[src/rtl/button_pkg.sv]
// Shared definitions for the debounced push-button input block.
package button_pkg;

  // Per-channel debounce/hold state; level is 1 in every state except StReleased.
  typedef enum logic [1:0] {
    StReleased = 2'b00,
    StPressed  = 2'b01,
    StHeld     = 2'b10
  } btn_state_e;

  // Largest supported channel count; also the width of the level field in debug.
  localparam int unsigned MaxButtons = 4;

  // Bit positions within the debug bus.
  localparam int unsigned DbgLevelLsb  = 0;
  localparam int unsigned DbgLevelMsb  = 3;
  localparam int unsigned DbgPress     = 4;
  localparam int unsigned DbgRelease   = 5;
  localparam int unsigned DbgLongPress = 6;
  localparam int unsigned DbgTick      = 7;

endpackage

[src/rtl/button_channel.sv]
// One debounced button channel: consecutive-sample debounce counter, hold timer,
// RELEASED/PRESSED/HELD state register and registered single-cycle event pulses.
module button_channel
  import button_pkg::*;
#(
  parameter int unsigned DebounceSamples  = 10,
  parameter int unsigned LongPressSamples = 1000
) (
  input  logic sysclk,
  input  logic reset,
  input  logic tick_i,
  input  logic sample_i,
  output logic level_o,
  output logic press_o,
  output logic release_o,
  output logic long_press_o
);

  localparam int unsigned CntW  = $clog2(DebounceSamples + 1);
  localparam int unsigned HoldW = $clog2(LongPressSamples + 1);

  localparam logic [CntW-1:0]  CntLast  = CntW'(DebounceSamples - 1);
  localparam logic [HoldW-1:0] HoldLast = HoldW'(LongPressSamples);

  btn_state_e       state_q, state_d;
  logic [CntW-1:0]  cnt_q, cnt_d;
  logic [HoldW-1:0] hold_q, hold_d;
  logic [HoldW-1:0] hold_inc;
  logic             press_q, press_d;
  logic             release_q, release_d;
  logic             long_press_q, long_press_d;
  logic             flip;

  assign level_o      = (state_q != StReleased);
  assign press_o      = press_q;
  assign release_o    = release_q;
  assign long_press_o = long_press_q;

  // Next-state: debounce on tick, then advance the press/hold state machine.
  always_comb begin
    state_d      = state_q;
    cnt_d        = cnt_q;
    hold_d       = hold_q;
    press_d      = 1'b0;
    release_d    = 1'b0;
    long_press_d = 1'b0;
    flip         = 1'b0;
    hold_inc     = hold_q + 1'b1;

    if (tick_i) begin
      if (sample_i == level_o) begin
        cnt_d = '0;
      end else if (cnt_q == CntLast) begin
        cnt_d = '0;
        flip  = 1'b1;
      end else begin
        cnt_d = cnt_q + 1'b1;
      end
    end

    case (state_q)
      StReleased: begin
        if (flip) begin
          state_d = StPressed;
          hold_d  = '0;
          press_d = 1'b1;
        end
      end
      StPressed: begin
        // A release on the terminal-count tick takes priority over long_press.
        if (flip) begin
          state_d   = StReleased;
          release_d = 1'b1;
        end else if (tick_i) begin
          hold_d = hold_inc;
          if (hold_inc == HoldLast) begin
            state_d      = StHeld;
            long_press_d = 1'b1;
          end
        end
      end
      StHeld: begin
        // hold stays at its terminal value, so long_press cannot repeat.
        if (flip) begin
          state_d   = StReleased;
          release_d = 1'b1;
        end
      end
      default: begin
        state_d = StReleased;
        cnt_d   = '0;
        hold_d  = '0;
      end
    endcase
  end

  // State, counters and event pulses.
  always_ff @(posedge sysclk) begin
    if (reset) begin
      state_q      <= StReleased;
      cnt_q        <= '0;
      hold_q       <= '0;
      press_q      <= 1'b0;
      release_q    <= 1'b0;
      long_press_q <= 1'b0;
    end else begin
      state_q      <= state_d;
      cnt_q        <= cnt_d;
      hold_q       <= hold_d;
      press_q      <= press_d;
      release_q    <= release_d;
      long_press_q <= long_press_d;
    end
  end

endmodule

[src/rtl/button_input.sv]
// Debounced push-button input: synchronises active-low board pins, divides sysclk
// down to a shared sample tick and runs one debounce channel per button.
module button_input
  import button_pkg::*;
#(
  parameter int unsigned CLOCK_FREQ         = 12000000,
  parameter int unsigned NUM_BUTTONS        = 2,
  parameter int unsigned SAMPLE_DIV         = 12000,
  parameter int unsigned DEBOUNCE_SAMPLES   = 10,
  parameter int unsigned LONG_PRESS_SAMPLES = 1000
) (
  input  logic                   sysclk,
  input  logic                   reset,
  input  logic [NUM_BUTTONS-1:0] btn_n,
  output logic [NUM_BUTTONS-1:0] level,
  output logic [NUM_BUTTONS-1:0] press,
  // Named release_pulse because "release" is a reserved word in the language.
  output logic [NUM_BUTTONS-1:0] release_pulse,
  output logic [NUM_BUTTONS-1:0] long_press,
  output logic [7:0]             debug
);

  localparam int unsigned DivW = $clog2(SAMPLE_DIV);
  localparam logic [DivW-1:0] DivLast = DivW'(SAMPLE_DIV - 1);

  // A misconfigured instance never ticks, holding every channel released.
  localparam bit ParamsOk = (NUM_BUTTONS >= 1) && (NUM_BUTTONS <= MaxButtons) &&
                            (SAMPLE_DIV >= 2) && (DEBOUNCE_SAMPLES >= 1) &&
                            (LONG_PRESS_SAMPLES >= 1) && (CLOCK_FREQ >= SAMPLE_DIV);

  logic [NUM_BUTTONS-1:0] sync1_q, sync2_q;
  logic [NUM_BUTTONS-1:0] sample;
  logic [DivW-1:0]        div_q, div_d;
  logic                   tick;

  // Two-flop synchroniser; resets to the idle (not pressed) pin level.
  always_ff @(posedge sysclk) begin
    if (reset) begin
      sync1_q <= '1;
      sync2_q <= '1;
    end else begin
      sync1_q <= btn_n;
      sync2_q <= sync1_q;
    end
  end

  assign sample = ~sync2_q;

  // Sample-tick divider: tick marks the last cycle of each SAMPLE_DIV period.
  always_comb begin
    tick  = ParamsOk && (div_q == DivLast);
    div_d = tick ? '0 : div_q + 1'b1;
  end

  // Divider counter register.
  always_ff @(posedge sysclk) begin
    if (reset) begin
      div_q <= '0;
    end else begin
      div_q <= div_d;
    end
  end

  for (genvar i = 0; i < NUM_BUTTONS; i++) begin : g_chan
    button_channel #(
      .DebounceSamples (DEBOUNCE_SAMPLES),
      .LongPressSamples(LONG_PRESS_SAMPLES)
    ) u_chan (
      .sysclk      (sysclk),
      .reset       (reset),
      .tick_i      (tick),
      .sample_i    (sample[i]),
      .level_o     (level[i]),
      .press_o     (press[i]),
      .release_o   (release_pulse[i]),
      .long_press_o(long_press[i])
    );
  end

  // Debug bus built only from registered state and the divider compare.
  always_comb begin
    logic [MaxButtons-1:0] level_ext;
    level_ext                      = '0;
    level_ext[NUM_BUTTONS-1:0]     = level;
    debug                          = '0;
    debug[DbgLevelMsb:DbgLevelLsb] = level_ext;
    debug[DbgPress]                = |press;
    debug[DbgRelease]              = |release_pulse;
    debug[DbgLongPress]            = |long_press;
    debug[DbgTick]                 = tick;
  end

endmodule

[config.mk]
export PLATFORM = sky130hd
export DESIGN_NAME = button_input
export DESIGN_NICKNAME = d
export VERILOG_FILES = /design/src/rtl/button_pkg.sv /design/src/rtl/button_channel.sv /design/src/rtl/button_input.sv
export SDC_FILE = /design/constraint.sdc
export NUM_CORES = 1
export LEC_CHECK = 0
export BUFFER_PORTS_ARGS = -buffer_cell sky130_fd_sc_hd__buf_4
export CORE_MARGIN = 1.5
export CORE_UTILIZATION = 50
export DETAILED_ROUTE_END_ITERATION = 10
export GPL_TIMING_DRIVEN = 0
export PLACE_DENSITY = 0.68
export SYNTH_ARGS = -nofsm -noshare
export SYNTH_HDL_FRONTEND = slang
export SYNTH_HIERARCHICAL = 1
export SYNTH_SLANG_ARGS = --single-unit
[constraint.sdc]
create_clock -name sysclk -period 5 [get_ports sysclk]
set_clock_uncertainty 0.1 [all_clocks]
set_input_delay 0.25 -clock sysclk [delete_from_list [all_inputs] [get_ports sysclk]]
set_output_delay 0.25 -clock sysclk [all_outputs]
set_load 0.03 [all_outputs]
==> results of run 1 <==
[kinds of logic (layout without fill, tap and decap cells)]
family / Yosys count / count (layout) / synth area share
XOR/XNOR: 20 / 20 / 0.05689
multiplexers: 4 / 4 / 0.01300
AND/OR/NAND/NOR: 153 / 153 / 0.2889
adder cells (fa/ha/maj): 15 / 15 / 0.06095
AO/OA/AOI/OAI: 64 / 64 / 0.1447
other: 1 / 2 / 0.001218
flip-flops: 56 / 56 / 0.3641
buffers and inverters: 40 / 65 / 0.07030
[power by group]
part | switching, mW | leakage [nW] | internal (mW)
Clock | 0.146 | 0.0516 | 0.114
Sequential | 0.00267 | 0.452 | 0.449
Combinational | 0.0149 | 0.761 | 0.00968
[cells in the mapped netlist (5+ instances only)]
library cell  number  area (sq um)
buf_6              5         56.30
buf_2              8         40.04
nand3b_1           5         37.54
nand4_1            9         56.30
clkbuf_1           6         22.52
xor2_1             7         61.31
or2_2              7         43.79
ha_1              15         187.7
nand2_1           19         71.32
nor2_1            30         112.6
nor3_1            11         55.05
dfxtp_1           56          1121
xnor2_1           13         113.9
and3_1             8         50.05
inv_1             16         60.06
o21ai_1           10         50.05
a21oi_1           24         120.1
or3_1              6         37.54
buf_4              5         37.54
nand3_1           18         90.09
a31oi_1           10         62.56
nor4_1             5         31.28
[through the flow]
stage | power, mW | hold WS, ns | cell area [sq um]
after global routing | 0.7687 | 0.002765 | 3401
after floorplan | 0.4807 | 0.2224 | 3083
after detailed placement | 0.4874 | 0.2988 | 3304
after CTS | 0.7512 | 0.004123 | 3401
after global placement | 0.4870 | 0.2929 | 3304
final | 0.7359 | 0.02052 | 3401
[flip-flops by register name, indices dropped and copies added (netlist names)]
register	flops
div_q	14
g_chan.u_chan/cnt_q	8
g_chan.u_chan/hold_q	20
g_chan.u_chan/long_press_o	2
g_chan.u_chan/press_o	2
g_chan.u_chan/release_o	2
g_chan.u_chan/state_q	4
sync1_q	2
sync2_q	2
[metal layers]
layer | wire length [microns] | vias to the layer above
li1 | - | 1302
met1 | 2986 | 1137
met2 | 2504 | 45
met3 | 234 | 5
met4 | 34 | 0
met5 | 0 | -
[path summary, 6_finish.rpt]
check	startpoint	to	depth (start not counted)
setup / recovery	div_q[0]	g_chan[1].u_chan/hold_q[9]	10
hold / removal	btn_n[0]	sync1_q[0]	2
setup reg to reg	div_q[0]	g_chan[1].u_chan/hold_q[9]	10
hold reg to reg	sync1_q[0]	sync2_q[0]	1
[critical path, stage by stage (launching register included)]
cell	delay, ns
dfxtp_1	0.40
ha_1	0.25
nand3_4	0.14
nor4_4	0.46
buf_2	0.33
nor3b_1	0.20
o21ai_1	0.09
o311a_1	0.12
buf_2	0.19
a21oi_1	0.17
a211oi_2	0.08
[area by class of cell]
class / count / area (sq um)
Fill cell: 567 / 2520
Multi-Input combinational cell: 258 / 1745
Sequential cell: 56 / 1121
Buffer: 24 / 156.4
Timing Repair Buffer: 17 / 127.6
Tap cell: 75 / 93.84
Clock buffer: 6 / 82.58
Inverter: 16 / 60.06
Clock inverter: 2 / 13.76
==> metrics.md, run 1 <==
| Metric | Value |
|---|---|
| Status | complete, no violations |
| Peak supply drop | 0.1625 mV |
| Synth cell types | 48 |
| Post-CTS setup buffer count | 0 |
| Crit path DAT | roughly 2.7 ns |
| Commonest non-fill, non-tap cell in the layout | dfxtp_1 |
| Dpl ws | 2.355 ns |
| H-tree depth | 2 |
| Met3 usage | 0.03667 |
| Core ar. | a little under 6000 sq um |
| Most Used Layer, Global Route | met2 |
| Cells after Synth | roughly 350 |
| CTS Buf Count | 5 |
| DR DRC count | 0 |
| Commonest non-fill, non-tap cells in the layout | 56 x dfxtp_1, 30 x nor2_1, 24 x a21oi_1 |
| Nets@finish | between 300 and 400 |
| Max Fclk | between 300 and 400 MHz |
| Setup CP Type | register to register |
| MaxCap Viol Count | 0 |
| Pwr Density | between 200 and 250 nW/um^2 |
| Post-cts hold buffer count | 0 |
| Aggregate global routing overflow | 0 |
| Syn Std Cell Area | 3079 sq um |
| Largest net degree at the start of global routing | 18 |
| Post-CTS sizing | 0 |
| Fraction of layout cells with a size suffix above 1 | 0.1847 |
| CP Launch Type | register |
| Fin. Hold Viols | 0 |
| Worst setup EP type | register |
| First-pass GRT wire length | roughly 9700 microns |
| Worst-Skew Late Latency | 0.31 ns |
| Placed cells | between 400 and 500 |
| RSZ-0062 raised after global routing | no |
| Die ar. | about 6600 sq um |
| Max Transition Viols Final | 0 |
| Die Ht | 81.48 microns |
| Final setup margin | 2.344 ns |
| Layout Cells excl Fill | 454 |
| Synth Register Bits | 56 |
| Post-synth EDFFs | 0 |
| Ant diodes | 0 |
| Gr usage total | 0.1841 |
| Row count | 28 |
| Initial drt markers | slightly above 100 |
| Clk pin slew, worst setup/hold paths | 0.10 ns |
| TritonRoute pass-1 iters | 4 |
| Final Wtd Congestion | just over 0.8 |
| Crit Path Max Fanout | 10 |
| Area delta synth->final | 10.44% |
| Final setup violation count | 0 |
| Avg WL per Cell | ~13 microns |
| Met1 usage | 0.2644 |
| Met2 Use GR | 0.2843 |
| Top FF cell, synth | dfxtp_1 |
| Initial antenna violation count | 0 |
| Clk sink count | 56 |
| Vias in the first global route | about 2100 |
| Post-DP HPWL | 4151 microns |
| CTS tree | done |
| Asr flop ratio synth | 0 |
| Min Tclk post-route | roughly 2.7 ns |
| Leakage | about 1.3 nW |
| IO Pins | 20 |
| Via-per-instance ratio | between 5 and 6 |
| Sequential share of the synthesized area | 0.3641 |
| I/O Buffers | 17 |
| Synth warnings | 6 |
| Final worst path period share | 0.5313 |
| Total Neg Setup Slack | 0 ns |
| Synth Area per Inst | 8.723 sq um |
| Initial Util | 0.5201 |
| Critical path required time | just over 5 ns |
| Worst R2R Setup Slack | approximately 2.3 ns |
| Total Wirelength | between 5000 and 6000 microns |
| Antenna viol nets, final | 0 |
| Final Util | 0.5744 |
| Bufs on Longest Clock Path | 2 |
| Clock root buffer | clkbuf_8 |
| Die X | around 81 microns |
| Vias | between 2000 and 2500 |
| HP Class | input pin to register |
(Power assumes the default switching activity.)
==> run 2, diff against run 1 <==
Clock period 5 ns to 2.6 ns, I/O delays scaled along.
==> run 2 against run 1 <==
Die area did not move. Sequential cell count stayed put. Critical path depth unchanged. Global-route usage up 0.070 points. Worst setup slack worse by 2.1 ns. Power rose by 93%. Register-to-register slack got worse by 2.1 ns. Utilization up 1.4 points. Sequential power rose by 92%. Clock-buffer cell count unchanged. Sequential share of layout area decreased by 0.76 points. Largest cell class unchanged.
==> metrics.md, run 2 (same netlist as run 1, synthesis figures left out) <==
| Metric | Value |
|---|---|
| Nets@finish | 404 |
| Commonest non-fill, non-tap cell in the layout | dfxtp_1 |
| Placed inst area | roughly 3300 sq um |
| Final Wtd Congestion | just over 0.8 |
| Final setup violation count | 0 |
| Avg WL per Cell | around 13 microns |
| Crit-path cells | ha_2 -> nand3_4 -> nor4_4 -> buf_4 -> clkbuf_4 -> nand3_1 -> o311a_1 -> buf_2 -> a22oi_1 -> nor2_1 |
| Largest Register | g_chan.u_chan/hold_q |
| Max Transition Viols Final | 0 |
| Pwr Density | around 410 nW/um^2 |
| Area delta synth->final | 13.17% |
| Initial Util | 0.5201 |
| Pint | between 1 and 1.5 mW |
| Setup CP Type | register to register |
| Min Tclk post-route | around 2.4 ns |
| Critical path required time | roughly 2.7 ns |
| Top flop regs | g_chan.u_chan/hold_q (20), div_q (14), g_chan.u_chan/cnt_q (8) |
| Row count | 28 |
| Initial antenna violation count | 0 |
| DR DRC count | 0 |
| Max reg flops | 20 |
| Bufs on Longest Clock Path | 2 |
| Hold_ws | about 0.32 ns |
| MaxCap Viol Count | 0 |
| I/O Buffers | 17 |
| Aggregate global routing overflow | 0 |
| Flop pwr share | 0.611 |
| Vias in the first global route | 2115 |
| Core ar. | around 5900 sq um |
| IO Pins | 20 |
| TritonRoute pass-1 iters | 4 |
| Max Fclk | roughly 420 MHz |
| Final Cell Area | around 3500 sq um |
| Final Util | 0.5885 |
| RR Startpoint | div_q[1] |
| Worst setup EP type | register |
| Critical Path End | g_chan[0].u_chan/hold_q[1] |
| Largest net degree at the start of global routing | 18 |
| RSZ-0062 raised after global routing | no |
| Antenna viol nets, final | 0 |
| Crit Path Max Fanout | 10 |
| Final worst path period share | 0.9201 |
| Reg-to-reg endpoint | g_chan[0].u_chan/hold_q[1] |
| Clk sink count | 56 |
| Clock share of power | 0.352 |
| Via-per-instance ratio | about 5.4 |
| Peak supply drop | around 0.32 mV |
| First-pass GRT wire length | about 9700 microns |
| Worst R2R Setup Slack | 0.21 ns |
| CTS tree | done |
| Total Neg Setup Slack | 0 ns |
| Worst slew pin tran | ~0.50 ns |
| Net Switching | around 0.32 mW |
| FF-to-FF path depth | 10 |
| Die ar. | between 6000 and 7000 sq um |
| CP Launch Type | register |
| Max incr delay on CP | between 0.3 and 0.4 ns |
| Comb power frac | 0.037 |
| Ant diodes | 0 |
| Clock root buffer | clkbuf_8 |
| Crit path DAT | between 2 and 2.5 ns |
| Slowest CP cell | dfxtp_1 |
| Commonest non-fill, non-tap cells in the layout | 55 x dfxtp_1, 30 x nor2_1, 24 x buf_4, 24 x a21oi_1, 19 x nand2_1 |
| Crit path launch | div_q[1] |
| CTS Buf Count | 5 |
| Fraction of layout cells with a size suffix above 1 | 0.1969 |
| Initial drt markers | 106 |
| Post-DP HPWL | between 4000 and 5000 microns |
| Vias | 2510 |
| Die Ht | between 80 and 90 microns |
| Leakage | 1.291 nW |
| Clk pin slew, worst setup/hold paths | ~0.10 ns |
| Worst-Skew Late Latency | 0.31 ns |
| H-tree depth | 2 |
| Total Wirelength | ~5800 microns |
| Gr usage total | 0.1848 |
| Fin. Hold Viols | 0 |
| Switch share | 0.2225 |
| Die X | approximately 81 microns |
| HP Class | register to register |
| Worst slew margin | 0.6638 |
| Status | complete, no violations |
-- run 2: cell types whose count changed in the layout (fill, tap and decap cells not counted), moves of 2 or more --
cell,change
buf_4,+2
nor3b_2,+2
nor3b_1,-2
clkbuf_4,+2
dlygate4sd3_1,+5
buf_2,-2
-- run 2: power groups by stage --
stage               sequential, mW  combinational (mW)  clock, mW
finish                       0.869              0.0531      0.500
global route                 0.871              0.0589      0.556
CTS                          0.869              0.0538      0.527
detailed placement           0.889              0.0480          0
global placement             0.889              0.0475          0
floorplan                    0.888              0.0359          0
-- run 2: timing repair --
action / in CTS / in global routing
resized for setup: 0 / 6
pin swaps: 1 / 1
setup buffers: 0 / 2
hold endpoints to repair: 5 / 0
setup endpoints to repair: 16 / 22
hold buffers: 5 / 0
gates cloned: 0 / 0
-- run 2: per-stage QoR --
step	setup slack, ns	total power [mW]	cells
after CTS	0.002535	1.450	459
final	0.2079	1.423	461
after floorplan	0.3597	0.9243	354
after global placement	-0.001930	0.9365	446
after detailed placement	-0.04481	0.9372	446
after global routing	0.01730	1.485	461
-- run 2: worst max-delay path: cells and delay by family (launching register included) --
kind	cells	cell delay (ns)
AOI/OAI and AO/OA	2	0.48
adders and majority gates	1	0.23
buffers and inverters	3	0.59
DFF	1	0.38
and+or+nand+nor	4	0.49
-- run 2: worst min path at each step --
stage | startpoint | to | slack (ns) | depth (start not counted)
floorplan | reset | div_q[2] | 0.10 | 1
CTS | sync1_q[0] | sync2_q[0] | 0.32 | 1
finish | sync1_q[0] | sync2_q[0] | 0.32 | 1
detailed placement | btn_n[0] | sync1_q[0] | 0.22 | 2
global route | sync1_q[0] | sync2_q[0] | 0.33 | 1
global placement | btn_n[0] | sync1_q[0] | 0.21 | 2
-- run 2: area by class of cell --
| cell class | count | area (sq um) |
|---|---|---|
| Multi-Input combinational cell | 258 | 1758 |
| Inverter | 16 | 60.06 |
| Clock inverter | 2 | 13.76 |
| Clock buffer | 6 | 82.58 |
| Buffer | 24 | 161.4 |
| Timing Repair Buffer | 24 | 192.7 |
| Tap cell | 75 | 93.84 |
| Fill cell | 556 | 2436 |
| Sequential cell | 56 | 1122 |
-- run 2: layer usage --
| layer | track usage | part of all wire |
|---|---|---|
| met1 | 0.2616 | 0.52 |
| met2 | 0.2901 | 0.44 |
| met3 | 0.03667 | 0.035 |
| met4 | 0.03966 | 0.0058 |
| met5 | 0 | 0 |
